### config.mk
export PLATFORM = sky130hd
export DESIGN_NAME = prog_loader_flat
export DESIGN_NICKNAME = d
export VERILOG_FILES = /design/src/rtl/prog_loader_if.sv /design/src/rtl/prog_loader.sv /design/src/flat_wrapper.sv
export SDC_FILE = /design/constraint.sdc
export NUM_CORES = 1
export LEC_CHECK = 0
export ABC_AREA = 1
export CORE_ASPECT_RATIO = 0.5
export CORE_UTILIZATION = 51
export CTS_CLUSTER_DIAMETER = 50
export CTS_CLUSTER_SIZE = 10
export DETAILED_ROUTE_END_ITERATION = 8
export HOLD_SLACK_MARGIN = 0.12
export PLACE_DENSITY = 0.78
export SLEW_MARGIN = 5
export SYNTH_ARGS = -nofsm -noshare
export SYNTH_HDL_FRONTEND = slang
export SYNTH_SLANG_ARGS = --single-unit
### constraint.sdc
create_clock -name clk -period 1.7 [get_ports clk]
set_input_delay 0.34 -clock clk [delete_from_list [all_inputs] [get_ports clk]]
set_output_delay 0.34 -clock clk [all_outputs]
set_load 0.01 [all_outputs]
### src/rtl/prog_loader_if.sv
// Byte-stream and instruction-memory signals between the program loader and its surroundings.
interface prog_loader_if #(
  parameter int ADDR_W = 4
);
  logic              start;
  logic              in_valid;
  logic [7:0]        in_data;
  logic              in_ready;
  logic              imem_we;
  logic [ADDR_W-1:0] imem_addr;
  logic [15:0]       imem_wdata;
  logic              cpu_hold;
  logic              busy;
  logic              done;
  logic              err;

  modport slave (
    input  start, in_valid, in_data,
    output in_ready, imem_we, imem_addr, imem_wdata, cpu_hold, busy, done, err
  );

  modport master (
    output start, in_valid, in_data,
    input  in_ready, imem_we, imem_addr, imem_wdata, cpu_hold, busy, done, err
  );
endinterface

### src/rtl/prog_loader.sv
// Framed byte-stream loader for the 16-bit instruction memory; holds the core in reset until a frame loads.
// Define PROG_LOADER_CHECKSUM_EN to require a trailing XOR checksum byte on every frame.
module prog_loader #(
  parameter int ADDR_W = 4
) (
  input  logic          clk,
  input  logic          reset,
  prog_loader_if.slave  bus
);

  localparam int unsigned CAP = 1 << ADDR_W;
  localparam int          CW  = ADDR_W + 1;

  typedef enum logic [2:0] {
    S_IDLE,
    S_LEN,
    S_HI,
    S_LO,
    S_WR,
`ifdef PROG_LOADER_CHECKSUM_EN
    S_CHK,
`endif
    S_DONE,
    S_ERR
  } state_t;

  state_t            state_q, state_d;
  logic [CW-1:0]     cnt_q, cnt_d;
  logic [CW-1:0]     len_q, len_d;
  logic [7:0]        hi_q, hi_d;
  logic [ADDR_W-1:0] addr_q, addr_d;
  logic [15:0]       wdata_q, wdata_d;
`ifdef PROG_LOADER_CHECKSUM_EN
  logic [7:0]        chk_q, chk_d;
`endif
  logic              in_ready_q, we_q, hold_q, busy_q, done_q, err_q;
  logic              ready_d, busy_d;
  logic              xfer;

  assign xfer = bus.in_valid & in_ready_q;

  always_comb begin
    state_d = state_q;
    cnt_d   = cnt_q;
    len_d   = len_q;
    hi_d    = hi_q;
    addr_d  = addr_q;
    wdata_d = wdata_q;
`ifdef PROG_LOADER_CHECKSUM_EN
    chk_d   = chk_q;
`endif
    case (state_q)
      S_IDLE, S_DONE, S_ERR: begin
        if (bus.start) begin
          state_d = S_LEN;
          cnt_d   = '0;
`ifdef PROG_LOADER_CHECKSUM_EN
          chk_d   = '0;
`endif
        end
      end
      S_LEN: begin
        if (xfer) begin
`ifdef PROG_LOADER_CHECKSUM_EN
          chk_d = bus.in_data;
`endif
          if (bus.in_data == 8'd0 || 32'(bus.in_data) > CAP) begin
            state_d = S_ERR;
          end else begin
            len_d   = CW'(bus.in_data);
            state_d = S_HI;
          end
        end
      end
      S_HI: begin
        if (xfer) begin
          hi_d    = bus.in_data;
`ifdef PROG_LOADER_CHECKSUM_EN
          chk_d   = chk_q ^ bus.in_data;
`endif
          state_d = S_LO;
        end
      end
      S_LO: begin
        if (xfer) begin
          wdata_d = {hi_q, bus.in_data};
          addr_d  = cnt_q[ADDR_W-1:0];
`ifdef PROG_LOADER_CHECKSUM_EN
          chk_d   = chk_q ^ bus.in_data;
`endif
          state_d = S_WR;
        end
      end
      S_WR: begin
        cnt_d = cnt_q + CW'(1);
        if (cnt_q + CW'(1) == len_q) begin
`ifdef PROG_LOADER_CHECKSUM_EN
          state_d = S_CHK;
`else
          state_d = S_DONE;
`endif
        end else begin
          state_d = S_HI;
        end
      end
`ifdef PROG_LOADER_CHECKSUM_EN
      S_CHK: begin
        if (xfer) state_d = (bus.in_data == chk_q) ? S_DONE : S_ERR;
      end
`endif
      default: state_d = S_IDLE;
    endcase
  end

  // Outputs are decoded from the next state so they are registered yet aligned with it.
  always_comb begin
    ready_d = 1'b0;
    busy_d  = 1'b0;
    case (state_d)
      S_LEN, S_HI, S_LO: begin
        ready_d = 1'b1;
        busy_d  = 1'b1;
      end
`ifdef PROG_LOADER_CHECKSUM_EN
      S_CHK: begin
        ready_d = 1'b1;
        busy_d  = 1'b1;
      end
`endif
      S_WR:    busy_d = 1'b1;
      default: ;
    endcase
  end

  always_ff @(posedge clk or negedge reset) begin
    if (!reset) begin
      state_q    <= S_IDLE;
      cnt_q      <= '0;
      len_q      <= '0;
      hi_q       <= '0;
      addr_q     <= '0;
      wdata_q    <= '0;
`ifdef PROG_LOADER_CHECKSUM_EN
      chk_q      <= '0;
`endif
      in_ready_q <= 1'b0;
      we_q       <= 1'b0;
      hold_q     <= 1'b1;
      busy_q     <= 1'b0;
      done_q     <= 1'b0;
      err_q      <= 1'b0;
    end else begin
      state_q    <= state_d;
      cnt_q      <= cnt_d;
      len_q      <= len_d;
      hi_q       <= hi_d;
      addr_q     <= addr_d;
      wdata_q    <= wdata_d;
`ifdef PROG_LOADER_CHECKSUM_EN
      chk_q      <= chk_d;
`endif
      in_ready_q <= ready_d;
      we_q       <= (state_d == S_WR);
      hold_q     <= (state_d != S_DONE);
      busy_q     <= busy_d;
      done_q     <= (state_d == S_DONE);
      err_q      <= (state_d == S_ERR);
    end
  end

  assign bus.in_ready   = in_ready_q;
  assign bus.imem_we    = we_q;
  assign bus.imem_addr  = addr_q;
  assign bus.imem_wdata = wdata_q;
  assign bus.cpu_hold   = hold_q;
  assign bus.busy       = busy_q;
  assign bus.done       = done_q;
  assign bus.err        = err_q;

endmodule

### src/flat_wrapper.sv
// flat-port wrapper written by rule: the top's interface ports become plain ports
module prog_loader_flat 
#(
  parameter int ADDR_W = 4
)
  (clk, reset, bus_start, bus_in_valid, bus_in_data, bus_in_ready, bus_imem_we, bus_imem_addr, bus_imem_wdata, bus_cpu_hold, bus_busy, bus_done, bus_err);
  prog_loader_if #(.ADDR_W(ADDR_W)) bus_i ();
  input  logic clk;
  input  logic reset;
  input wire logic [$bits(bus_i.start)-1:0] bus_start;
  input wire logic [$bits(bus_i.in_valid)-1:0] bus_in_valid;
  input wire logic [$bits(bus_i.in_data)-1:0] bus_in_data;
  output wire logic [$bits(bus_i.in_ready)-1:0] bus_in_ready;
  output wire logic [$bits(bus_i.imem_we)-1:0] bus_imem_we;
  output wire logic [$bits(bus_i.imem_addr)-1:0] bus_imem_addr;
  output wire logic [$bits(bus_i.imem_wdata)-1:0] bus_imem_wdata;
  output wire logic [$bits(bus_i.cpu_hold)-1:0] bus_cpu_hold;
  output wire logic [$bits(bus_i.busy)-1:0] bus_busy;
  output wire logic [$bits(bus_i.done)-1:0] bus_done;
  output wire logic [$bits(bus_i.err)-1:0] bus_err;
  assign bus_i.start = bus_start;
  assign bus_i.in_valid = bus_in_valid;
  assign bus_i.in_data = bus_in_data;
  assign bus_in_ready = bus_i.in_ready;
  assign bus_imem_we = bus_i.imem_we;
  assign bus_imem_addr = bus_i.imem_addr;
  assign bus_imem_wdata = bus_i.imem_wdata;
  assign bus_cpu_hold = bus_i.cpu_hold;
  assign bus_busy = bus_i.busy;
  assign bus_done = bus_i.done;
  assign bus_err = bus_i.err;
  prog_loader #(.ADDR_W(ADDR_W)) u_core (.clk(clk), .reset(reset), .bus(bus_i));
endmodule
==> PnR_summary.wiki <==
{| class="wikitable"
! Metric !! Value
|-
| Relative slew margins || 72.7%
|-
| Initial cell density of the core || 56.4%
|-
| Worst IR Drop VDD || 0.880 mV
|-
| Post-synthesis instance total || 242
|-
| Max_cap viols || 0
|-
| Xor/xnor share of the synthesized area || 0%
|-
| First-pass GRT wire length || 7.71 mm
|-
| Final GP Congestion || 0.838
|-
| Final cell count without fillers || 352
|-
| Outcome || finished, violations left
|-
| Routed vias || 1780
|-
| Element type at the critical path start || flop
|-
| Combinational family with the most area after synthesis || simple AND/OR/NAND/NOR gates
|-
| Post-placement setup slack || -0.204 ns
|-
| Number of global-route vias before repair || 1686
|-
| Leakage power || 1.36 nW
|-
| Data arrival time of the critical path || 1.98 ns
|-
| Compound-Gate Fraction of Synth Area || 9.00%
|-
| Switching Power || 1.83 mW
|-
| Maximum number of pins on one net before global-route repair || 33
|-
| Cts bufs inserted || 5
|-
| Combined area of all synthesized cells || 2040 µm²
|-
| Area share of fa/ha/maj cells after synthesis || 0.612%
|-
| Total gr overflow || 0
|-
| Clock tree skew after final layout || 0.00641 ns
|-
| Count of nets left with antenna violations after detail routing || 0
|-
| Count of H-tree levels built during CTS || 2
|-
| Total detailed-routing wirelength || 4.66 mm
|-
| Synth-to-Final Area Change || 34.6%
|-
| Number of flip-flops and latches in the synthesized netlist || 47
|-
| Clock share of power || 16.8%
|-
| Sequential fraction of the synthesis area || 57.6%
|-
| Count of unresolved DRC violations after routing || 0
|-
| Clk root buf || sky130_fd_sc_hd__clkbuf_8
|-
| Iteration-0 DRC Markers || 117
|-
| Clk_lat worst skew || 0.30 ns
|-
| Clock edge transition at the registers on the reported setup and hold paths || 0.09 ns
|-
| Fraction of final layout cells sized beyond drive strength 1 || 17.9%
|-
| Data required time at the worst endpoint || 1.94 ns
|-
| Floorplan row count || 15
|-
| Die area || 4280 µm²
|-
| Height of the die || 46.8 µm
|-
| Power density of the placed cells || 1760 nW/µm²
|-
| CTS max path bufs || 2
|-
| Number of detailed-route iterations in the first pass || 4
|-
| Path class of the lowest-slack min-delay path || input pin to asynchronous set/reset pin
|-
| Avg Inst Size Synth || 8.45 µm²
|-
| TritonCTS clock tree || built
|-
| Switching portion of total power || 37.8%
|-
| Warning count from the yosys run || 0
|-
| Number of failing setup endpoints in the final timing report || 3
|-
| Wire length per cell || 13.3 µm
|-
| Max-slew violation count || 0
|-
| Fmax || 574 MHz
|-
| Synth unique cells || 22
|-
| Gr usage total || 24.4%
|-
| Violations in the final reports || negative setup slack
|-
| Proportion of power drawn by combinational gates || 45.1%
|-
| Clock period minus worst slack || 1.74 ns
|-
| Transition time at the pin with the least slew margin || 0.409 ns
|-
| Initial antenna violation count || 0
|-
| Int Power || 3.02 mW
|-
| Hpwl dp || 3.28 mm
|-
| Slack of the critical path || -0.0424 ns
|-
| Total power after layout || 4.85 mW
|-
| Cell Count Post-Placement || 340
|-
| Drt via density || 5.06
|-
| Part of the total power dissipated in sequential elements || 38.1%
|-
| Simple-Gate Fraction of Synth Area || 25.8%
|-
| Final Cycle Share || 102%
|-
| Area of the core region || 3620 µm²
|-
| Net count after synthesis || 255
|-
| Unrepaired setup endpoints after global routing || yes
|-
| Number of clock sinks || 47
|-
| Hold Vio Cnt, Final || 0
|-
| Net count, final || 313
|-
| Max FO, Critical Path || 4
|-
| Startpoint-to-endpoint class of the critical path || flop to flop
|-
| Multiplexer fraction of the synthesized cell area || 0%
|-
| Io pins || 38
|-
| Diode insertion count for antenna repair || 0
|-
| Die Span X || 91.5 µm
|-
| Crit path capture type || flop
|-
| Count of port buffers added during placement || 37
|}
## per-layer routing
metal	wire length [µm]	GRT usage (%)	vias to the layer above	part of all wire, %
met4	39	8.57	0	0.84
li1	-	-	880	-
met1	2260	33.9	856	48
met5	0	0	-	0
met3	226	4.85	5	4.8
met2	2140	40.2	39	46
## registers in the layout (all words and copies together) (netlist names)
name                   cells
u_core.bus.imem_addr       4
u_core.bus.imem_wdata     16
u_core.bus.err             1
u_core.bus.in_ready        1
u_core.state_q             3
u_core.bus.cpu_hold        1
u_core.cnt_q               5
u_core.bus.busy            1
u_core.hi_q                8
u_core.bus.imem_we         1
u_core.len_q               5
u_core.bus.done            1
## synthesized netlist by cell type
library cell	number	area, µm²
sky130_fd_sc_hd__nand4_2	1	12.5
sky130_fd_sc_hd__dfstp_2	1	26.3
sky130_fd_sc_hd__clkbuf_1	5	18.8
sky130_fd_sc_hd__nor3_4	1	16.3
sky130_fd_sc_hd__o21ai_0	26	130
sky130_fd_sc_hd__nand3_1	11	55.1
sky130_fd_sc_hd__o21ai_2	1	8.76
sky130_fd_sc_hd__nand2_2	2	12.5
sky130_fd_sc_hd__nor2_1	12	45.0
sky130_fd_sc_hd__inv_1	23	86.3
sky130_fd_sc_hd__o21ai_1	1	5.00
sky130_fd_sc_hd__nor4_2	1	12.5
sky130_fd_sc_hd__nor3_2	1	10.0
sky130_fd_sc_hd__inv_2	10	37.5
sky130_fd_sc_hd__nand2_1	83	312
sky130_fd_sc_hd__dfrtp_1	46	1150
sky130_fd_sc_hd__a21oi_1	3	15.0
sky130_fd_sc_hd__nand4_1	4	25.0
sky130_fd_sc_hd__o22ai_1	4	25.0
sky130_fd_sc_hd__nor2_2	2	12.5
sky130_fd_sc_hd__ha_1	1	12.5
sky130_fd_sc_hd__nor3_1	3	15.0
## layout make-up
class                           count  area, µm²
Clock inverter                      3       43.8
Multi-Input combinational cell    157        753
Timing Repair Buffer               56        522
Inverter                           33        124
Tap cell                           51       63.8
Clock buffer                        5       68.8
Sequential cell                    47       1180
Fill cell                         242        870
## power by group through the flow
stage	clock network (mW)	logic, mW	registers [mW]
floorplan	0	1.05	1.93
global placement	0	1.94	1.84
detailed placement	0	2.02	1.84
CTS	0.835	2.14	1.84
global route	0.880	2.44	1.90
finish	0.815	2.19	1.85
## worst max-delay path, stage by stage, from the launching register on
cell and delay, ns:
sky130_fd_sc_hd__dfrtp_1 0.42, sky130_fd_sc_hd__ha_4 0.29, sky130_fd_sc_hd__inv_2 0.04, sky130_fd_sc_hd__nand2_2 0.04, sky130_fd_sc_hd__nand2_1 0.05, sky130_fd_sc_hd__nor2_1 0.10
sky130_fd_sc_hd__nand2_1 0.08, sky130_fd_sc_hd__nor2_2 0.11, sky130_fd_sc_hd__nand4_2 0.13, sky130_fd_sc_hd__nand2_2 0.11, sky130_fd_sc_hd__inv_2 0.07, sky130_fd_sc_hd__nor3_4 0.20
sky130_fd_sc_hd__inv_2 0.05
## through the flow
step	setup TNS (ns)	cell area, µm²	hold slack (ns)	utilization [%]
3_5_place_dp	-1.06	2580	0.287	71.2
3_3_place_gp	-0.993	2580	0.283	71.2
6_report	-0.0665	2750	0.480	76.0
5_1_grt	-0.422	2750	0.509	76.0
2_1_floorplan	0	2040	0.0444	-
4_1_cts	-0.0231	2740	0.484	75.5
## kinds of logic (layout without fill, tap and decap cells)
logic type,after synthesis,count (layout)
fa+ha+maj,1,1
simple gates,121,121
compound gates,35,35
buf+inv,38,97
flops,47,47
## repair_timing
action | 4_1_cts | 5_1_grt
resized for setup | 5 | 4
buffers inserted | 2 | 1
pin swaps | 2 | 2
endpoints found under the setup margin | 4 | 5
hold buffers | 1 | 0
endpoints found under the hold margin | 15 | 0
## final timing paths
check                      slack (ns)  cells after the start             from                         to
min                              0.48                      2            reset  u_core.bus.imem_wdata[10]
min in group clk                 0.48                      2   u_core.hi_q[5]  u_core.bus.imem_wdata[13]
max reg2reg                     -0.04                     12  u_core.cnt_q[1]        u_core.bus.cpu_hold
min reg2reg                      0.48                      2   u_core.hi_q[5]  u_core.bus.imem_wdata[13]
max in group asynchronous        0.66                      3            reset        u_core.bus.cpu_hold
max                             -0.04                     12  u_core.cnt_q[1]        u_core.bus.cpu_hold
## cells in the final DEF (no fill, tap or decap), types with 3 or more instances in the layout
cell type,count
sky130_fd_sc_hd__o22ai_1,4
sky130_fd_sc_hd__nand3_1,11
sky130_fd_sc_hd__inv_2,12
sky130_fd_sc_hd__clkdlybuf4s50_1,35
sky130_fd_sc_hd__nand2_2,4
sky130_fd_sc_hd__clkbuf_8,5
sky130_fd_sc_hd__inv_1,21
sky130_fd_sc_hd__buf_4,17
sky130_fd_sc_hd__o21ai_0,26
sky130_fd_sc_hd__nand4_1,4
sky130_fd_sc_hd__dfrtp_1,46
sky130_fd_sc_hd__nand2_1,80
sky130_fd_sc_hd__nor3_1,3
sky130_fd_sc_hd__nor2_1,12
Power figures use the tool's default switching activity.
